--- config.mk ---
export PLATFORM = sky130hd
export DESIGN_NAME = count_arbiter
export DESIGN_NICKNAME = d
export VERILOG_FILES = /design/src/rtl/count_arbiter.sv
export SDC_FILE = /design/constraint.sdc
export NUM_CORES = 1
export LEC_CHECK = 0
export CORE_MARGIN = 4
export CORE_UTILIZATION = 42
export CTS_BUF_LIST = sky130_fd_sc_hd__clkbuf_2
export DETAILED_ROUTE_END_ITERATION = 10
export HOLD_SLACK_MARGIN = 0.05
export PLACE_DENSITY = 0.75
export REMOVE_ABC_BUFFERS = 1
export SKIP_LAST_GASP = 1
export SLEW_MARGIN = 20
export SYNTH_ARGS = -nofsm -noshare
export SYNTH_HDL_FRONTEND = slang
export SYNTH_SLANG_ARGS = --single-unit
--- constraint.sdc ---
create_clock -name clock -period 1.4 [get_ports clock]
set_input_delay 0.42 -clock clock [delete_from_list [all_inputs] [get_ports clock]]
set_output_delay 0.42 -clock clock [all_outputs]
set_load 0.02 [all_outputs]
--- src/rtl/count_arbiter.sv ---
// Two-requester round-robin arbiter that grants a shared 3-bit up/down counter for len+1 steps.
// Optional build macro COUNT_ARB_SATURATE_EN makes the counter saturate at 0/7 instead of wrapping.
module count_arbiter (
   input  logic       clock,
   input  logic       reset,
   input  logic       req0,
   input  logic       req1,
   input  logic       dir0,
   input  logic       dir1,
   input  logic [2:0] len0,
   input  logic [2:0] len1,
   output logic       gnt0,
   output logic       gnt1,
   output logic       busy,
   output logic       done,
   output logic [2:0] q
);

   typedef enum logic [1:0] {
      IDLE = 2'd0,
      RUN  = 2'd1,
      DONE = 2'd2
   } state_t;

   state_t     r_state;
   state_t     w_next;
   logic       r_owner;
   logic       r_rr_last;
   logic       r_dir;
   logic [2:0] r_steps;
   logic [2:0] r_q;
   logic       w_grant;
   logic       w_sel;
   logic [2:0] w_q_step;

   always_comb begin
      w_next  = r_state;
      w_grant = 1'b0;
      w_sel   = 1'b0;
      case (r_state)
         IDLE: begin
            if (req0 || req1) begin
               w_grant = 1'b1;
               w_next  = RUN;
               // On contention favour whoever was not served last
               if (req0 && req1) w_sel = ~r_rr_last;
               else              w_sel = req1;
            end
         end
         RUN: begin
            if (r_steps == '0) w_next = DONE;
         end
         DONE: begin
            w_next = IDLE;
         end
         default: begin
            w_next = IDLE;
         end
      endcase
   end

   always_comb begin
`ifdef COUNT_ARB_SATURATE_EN
      if (r_dir) w_q_step = (r_q == '1) ? r_q : r_q + 3'd1;
      else       w_q_step = (r_q == '0) ? r_q : r_q - 3'd1;
`else
      if (r_dir) w_q_step = r_q + 3'd1;
      else       w_q_step = r_q - 3'd1;
`endif
   end

   always_ff @(posedge clock) begin
      if (!reset) begin
         r_state   <= IDLE;
         r_owner   <= 1'b0;
         r_rr_last <= 1'b1;
         r_dir     <= 1'b0;
         r_steps   <= '0;
         r_q       <= '0;
      end else begin
         r_state <= w_next;
         case (r_state)
            IDLE: begin
               if (w_grant) begin
                  r_owner <= w_sel;
                  r_dir   <= w_sel ? dir1 : dir0;
                  r_steps <= w_sel ? len1 : len0;
               end
            end
            RUN: begin
               r_q <= w_q_step;
               if (r_steps != '0) r_steps <= r_steps - 3'd1;
            end
            DONE: begin
               r_rr_last <= r_owner;
            end
            default: begin
               r_q <= r_q;
            end
         endcase
      end
   end

   always_comb begin
      busy = (r_state != IDLE);
      done = (r_state == DONE);
      gnt0 = busy && !r_owner;
      gnt1 = busy &&  r_owner;
      q    = r_q;
   end

endmodule

; ---- After elaboration in Yosys (flattened, before gate mapping)
; Cells that the tools add are included.
[op_classes]
n_addsub = 3
eq_ne = 6
mux = 14
bitwise = 1
reduce_logical = 13
[op_table]
columns = cell, n
row1 = $mux 3, 4
row2 = $ne 2x2->1 const B, 4
row3 = $mux 1, 6
row4 = $pmux 3 s2, 1
row5 = $sub 3x1->3 const B, 2
row6 = $mux 2, 2
row7 = $pmux 2 s2, 1
row8 = $reduce_and 2->1, 2
row9 = $reduce_bool 2->1, 2
row10 = $add 3x1->3 const B, 1
row11 = $logic_and 1x1->1, 3
row12 = $logic_not 3->1, 1
row13 = $reduce_and 3->1, 1
row14 = $reduce_bool 3->1, 1
row15 = $eq 2x1->1 const B, 1
row16 = $eq 2x2->1 const B, 1
row17 = $logic_not 2->1, 1
row18 = $logic_not 1->1, 1
row19 = $logic_or 1x1->1, 1
row20 = $not 1->1, 1
[totals]
reg_bits = 11
input_bits = 12
word_cells = 43

; ---- Longest topological paths before layout
[depth]
ltp_word = 7
mapped_depth = 6

; ---- Least setup slack after synthesis
; Ideal clock, no wire load.
[synth_timing]
path_kind = register to register
from = register r_q[0] (netlist: q[0])
to = register r_q[2] (netlist: q[2])
setup_time_ns = 0.070
t_arrival_ns = 1.396
t_required_ns = 1.330
setup_slack_ns = -0.066
path_stages_with_launch = 5
n_path_buf = 0
synth_period_minus_slack_ns = 1.466
path_cell_list = dfxtp_1 > fa_1 > xor2_1 > or3_1 > a21oi_1
[synth_between]
elab_chain_len = 2
elab_cells_between_ends = 3
cone_classes = 2 x add/sub / 1 x mux
[synth_lines]
columns = element, line_no
row1 = "start, declared", 31  ; logic [2:0] r_q;
row2 = "start signal, assigned", 91  ; r_q <= w_q_step;
row3 = "start signal, assigned", 98  ; r_q <= r_q;
row4 = $sub 3x1->3 or $add 3x1->3 (tied branches), "68, 67"
row5 = $mux 3 (*), 67  ; if (r_dir) w_q_step = r_q + 3'd1;
; Every way passes the cells marked *; elsewhere a longest branch is shown, timed or not.
; A chain may end at the register's enable or synchronous reset.

; ---- Worst setup path in the final report
[layout_timing]
from = register r_state[1]
to = output port gnt1
[layout_between]
elab_chain_len = 2
[layout_lines]
columns = element, line_no
row1 = "start, declared", 25  ; state_t r_state;
row2 = "start signal, assigned", 81  ; r_state <= w_next;
row3 = $reduce_bool 2->1, 105  ; busy = (r_state != IDLE);
row4 = $logic_and 1x1->1, 108  ; gnt1 = busy && r_owner;
row5 = "end, declared", 13  ; output logic gnt1,
; No other way between the ends.

==> results.py <==
metrics = {
    "place": {
        "place_area_um2": 915,
        "hpwlAfterDp_mm": 1.33,
        "gp_congestion": 0.812,
        "portBuffers": 18,
        "pre_cts_ws_ps": -452,
    },
    "critical_path": {
        "critPathMaxFanout": 3,
        "reg2reg_setup_slack_ps": 20,
        "critPathCaptureType": "output port",
        "critPathMaxStageDelay_ps": 360,
        "criticalPathCategory": "flop to output port",
        "reg2reg_to": "q[2]",
        "startpoint": "r_state[1]",
        "cp.required_ps": 980,
        "crit_arrival_ps": 1070,
        "reg2regPathDepth": 4,
        "r2r-start": "q[0]",
        "critPathSlowestCell": "dfxtp_2",
        "cp_cell_sequence": "nor2_4 -> inv_2 -> and2_4 -> buf_6",
        "cp-start-kind": "flop",
    },
    "timing": {
        "slew_violations": 0,
        "holdWs_ps": 517,
        "period_share_pct": 107,
        "finalWorstSetupSlack_ps": -91.6,
        "rsz0062_at_grt": "true",
        "slew_headroom_pct": 78.6,
        "hold_viol": 0,
        "fin_crit_ps": 1490,
        "fmax_mhz": 670,
        "fin_setup_tns_ps": -283,
        "setup_viol": 4,
        "worst_pin_slew_ps": 320,
        "fin_skew_ps": 15.3,
    },
    "yosys": {
        "netlist_area_um2": 622,
        "synth_area_leaders": "dfxtp_1, nor2_1, inv_1",
        "synth_cell_types": 29,
        "syn_inst": 74,
        "synthArstFlopShare_pct": 0,
        "synth_top_area_share_pct": 35.4,
        "ys_ff_latch": 11,
        "syn_area_per_cell_um2": 8.40,
        "synthFlopType": "dfxtp_1",
        "yosys.area.top_type": "dfxtp_1",
        "yosysSeqAreaShare_pct": 35.4,
        "synth_warnings": 0,
        "synth_edf_count": 0,
    },
    "route": {
        "routed_via_density": 5.14,
        "num_vias": 658,
        "drt-initial-drc-count": 9,
        "post-route-drc-count": 0,
        "detail-route-antenna-nets": 0,
        "first_pass_iters": 4,
        "wirelength_mm": 1.73,
        "wire_per_inst_um": 13.5,
    },
    "global_routing": {
        "grt_max_degree": 8,
        "gr-total-overflow": 0,
        "grt_usage_pct": 16.7,
        "grt_pass1_vias": 604,
        "grt_pass1_wl_mm": 2.48,
        "antenna_found_initial": 0,
    },
    "clocking": {
        "clock_latency_ps": 280,
        "clkSinkCount": 11,
        "clockRootBuffer": "clkbuf_2",
        "htree_num_levels": 1,
        "clk_path_buf_depth": 2,
        "cts_tree": "built",
        "cts_buffers": 3,
        "clkTransAtPathRegs_ps": 120,
    },
    "worst_hold_path": {
        "holdPathStages": 2,
        "hold_class": "flop to flop",
        "min_from": "r_steps[2]",
        "whs_endpoint": "r_steps[2]",
    },
    "power": {
        "power_leakage_nw": 0.458,
        "p_per_area_mw_per_mm2": 1290,
        "ir_worst_vdd_mv": 0.930,
    },
    "finish": {
        "fin_area_mm2": 0.00103,
        "utilization_pct": 76.0,
        "n_fill_cell": 95,
        "layout_commonest_cell": "buf_4",
        "multi_input_area_um2": 407,
        "area_growth_pct": 65.0,
        "nets": 129,
        "drive_above_1_share_pct": 43.4,
        "regArea_um2": 226,
        "diodes": 0,
        "layout_common_cells": "buf_4, clkdlybuf4s50_1, inv_1, nor2_1, dfxtp_1",
    },
    "run": {
        "cap_violations": 0,
    },
    "floorplan": {
        "die_w_um": 46.5,
        "die_h_um": 46.5,
        "start_util_pct": 46.1,
        "num_rows": 13,
        "core_mm2": 0.00135,
        "die-area_mm2": 0.00216,
        "pin_count": 19,
    },
    "outcome": {
        "failed_checks": "negative setup slack",
        "status": "finished with violations",
    },
}
[flip-flops by register name, summed over array words and instances, names as in the netlist]
register / flops
r_dir: 1
r_state: 2
r_rr_last: 1
r_owner: 1
r_steps: 3
q: 3
[repair_timing]
item	CTS	global route
setup buffers	2	2
resized for setup	38	16
pin swaps	5	4
setup endpoints to repair	11	9
hold buffers	0	0
[cell type report]
class	count	area share (%)
clock buffers	4	1.95
well taps	15	1.83
multi-input cells	53	39.6
inverters	9	3.29
flip-flops and latches	11	22.1
repair buffers	36	31.2
[kinds of logic (layout without fill, tap and decap cells)]
group                      Yosys count  count (layout)  synth area share, %
and+or+nand+nor                     25              25                 19.3
AOI/OAI and AO/OA                   21              21                 24.7
DFF                                 11              11                 35.4
buffers and inverters               10              49                 7.24
adders and majority gates            3               3                 7.24
xor gates and xnor gates             2               2                 2.82
muxes                                2               2                 3.22
[worst max path at each step]
stage	slack [ps]	cells after the start	endpoint
finish	-90	4	gnt1
global route	-130	4	gnt1
CTS	-230	4	gnt1
detailed placement	-450	6	r_steps[1]
global placement	-370	6	r_steps[2]
floorplan	-70	4	q[2]
[cells in the mapped netlist (all sizes together), types with 2 or more instances]
cell    count
a21oi       5
and2        2
dfxtp      11
ha          2
inv         9
mux2i       2
nand2       5
nand2b      2
nand3       2
nor2       10
nor2b       2
o21a        2
o21ai       5
o32ai       2
xor2        2
[power by group]
| group | switching [mW] | internal [mW] | leakage, nW | total, mW |
|---|---|---|---|---|
| combinational | 0.332 | 0.362 | 0.349 | 0.695 |
| clock | 0.116 | 0.0757 | 0.0166 | 0.192 |
| sequential | 0.0532 | 0.382 | 0.0924 | 0.435 |
| total | 0.501 | 0.820 | 0.458 | 1.32 |
[routing by layer]
layer	part of all wire, %	global-route usage, %	up-vias
met2	49	25.8	15
met5	0	0	-
li1	-	-	329
met1	45	19.5	310
met3	4.7	7.03	4
met4	1.3	8.52	0
[worst max-delay path, delay by kind of cell (launching register included)]
kind / cells / cell delay (ps)
buf+inv: 2 / 170
flops: 1 / 360
simple gates: 2 / 260
[through the flow]
step	total power, mW	cells
floorplan	0.767	73
global placement	1.02	120
detailed placement	1.04	120
CTS	1.27	126
global route	1.40	128
finish	1.32	128
Power figures use the tool's default switching activity.
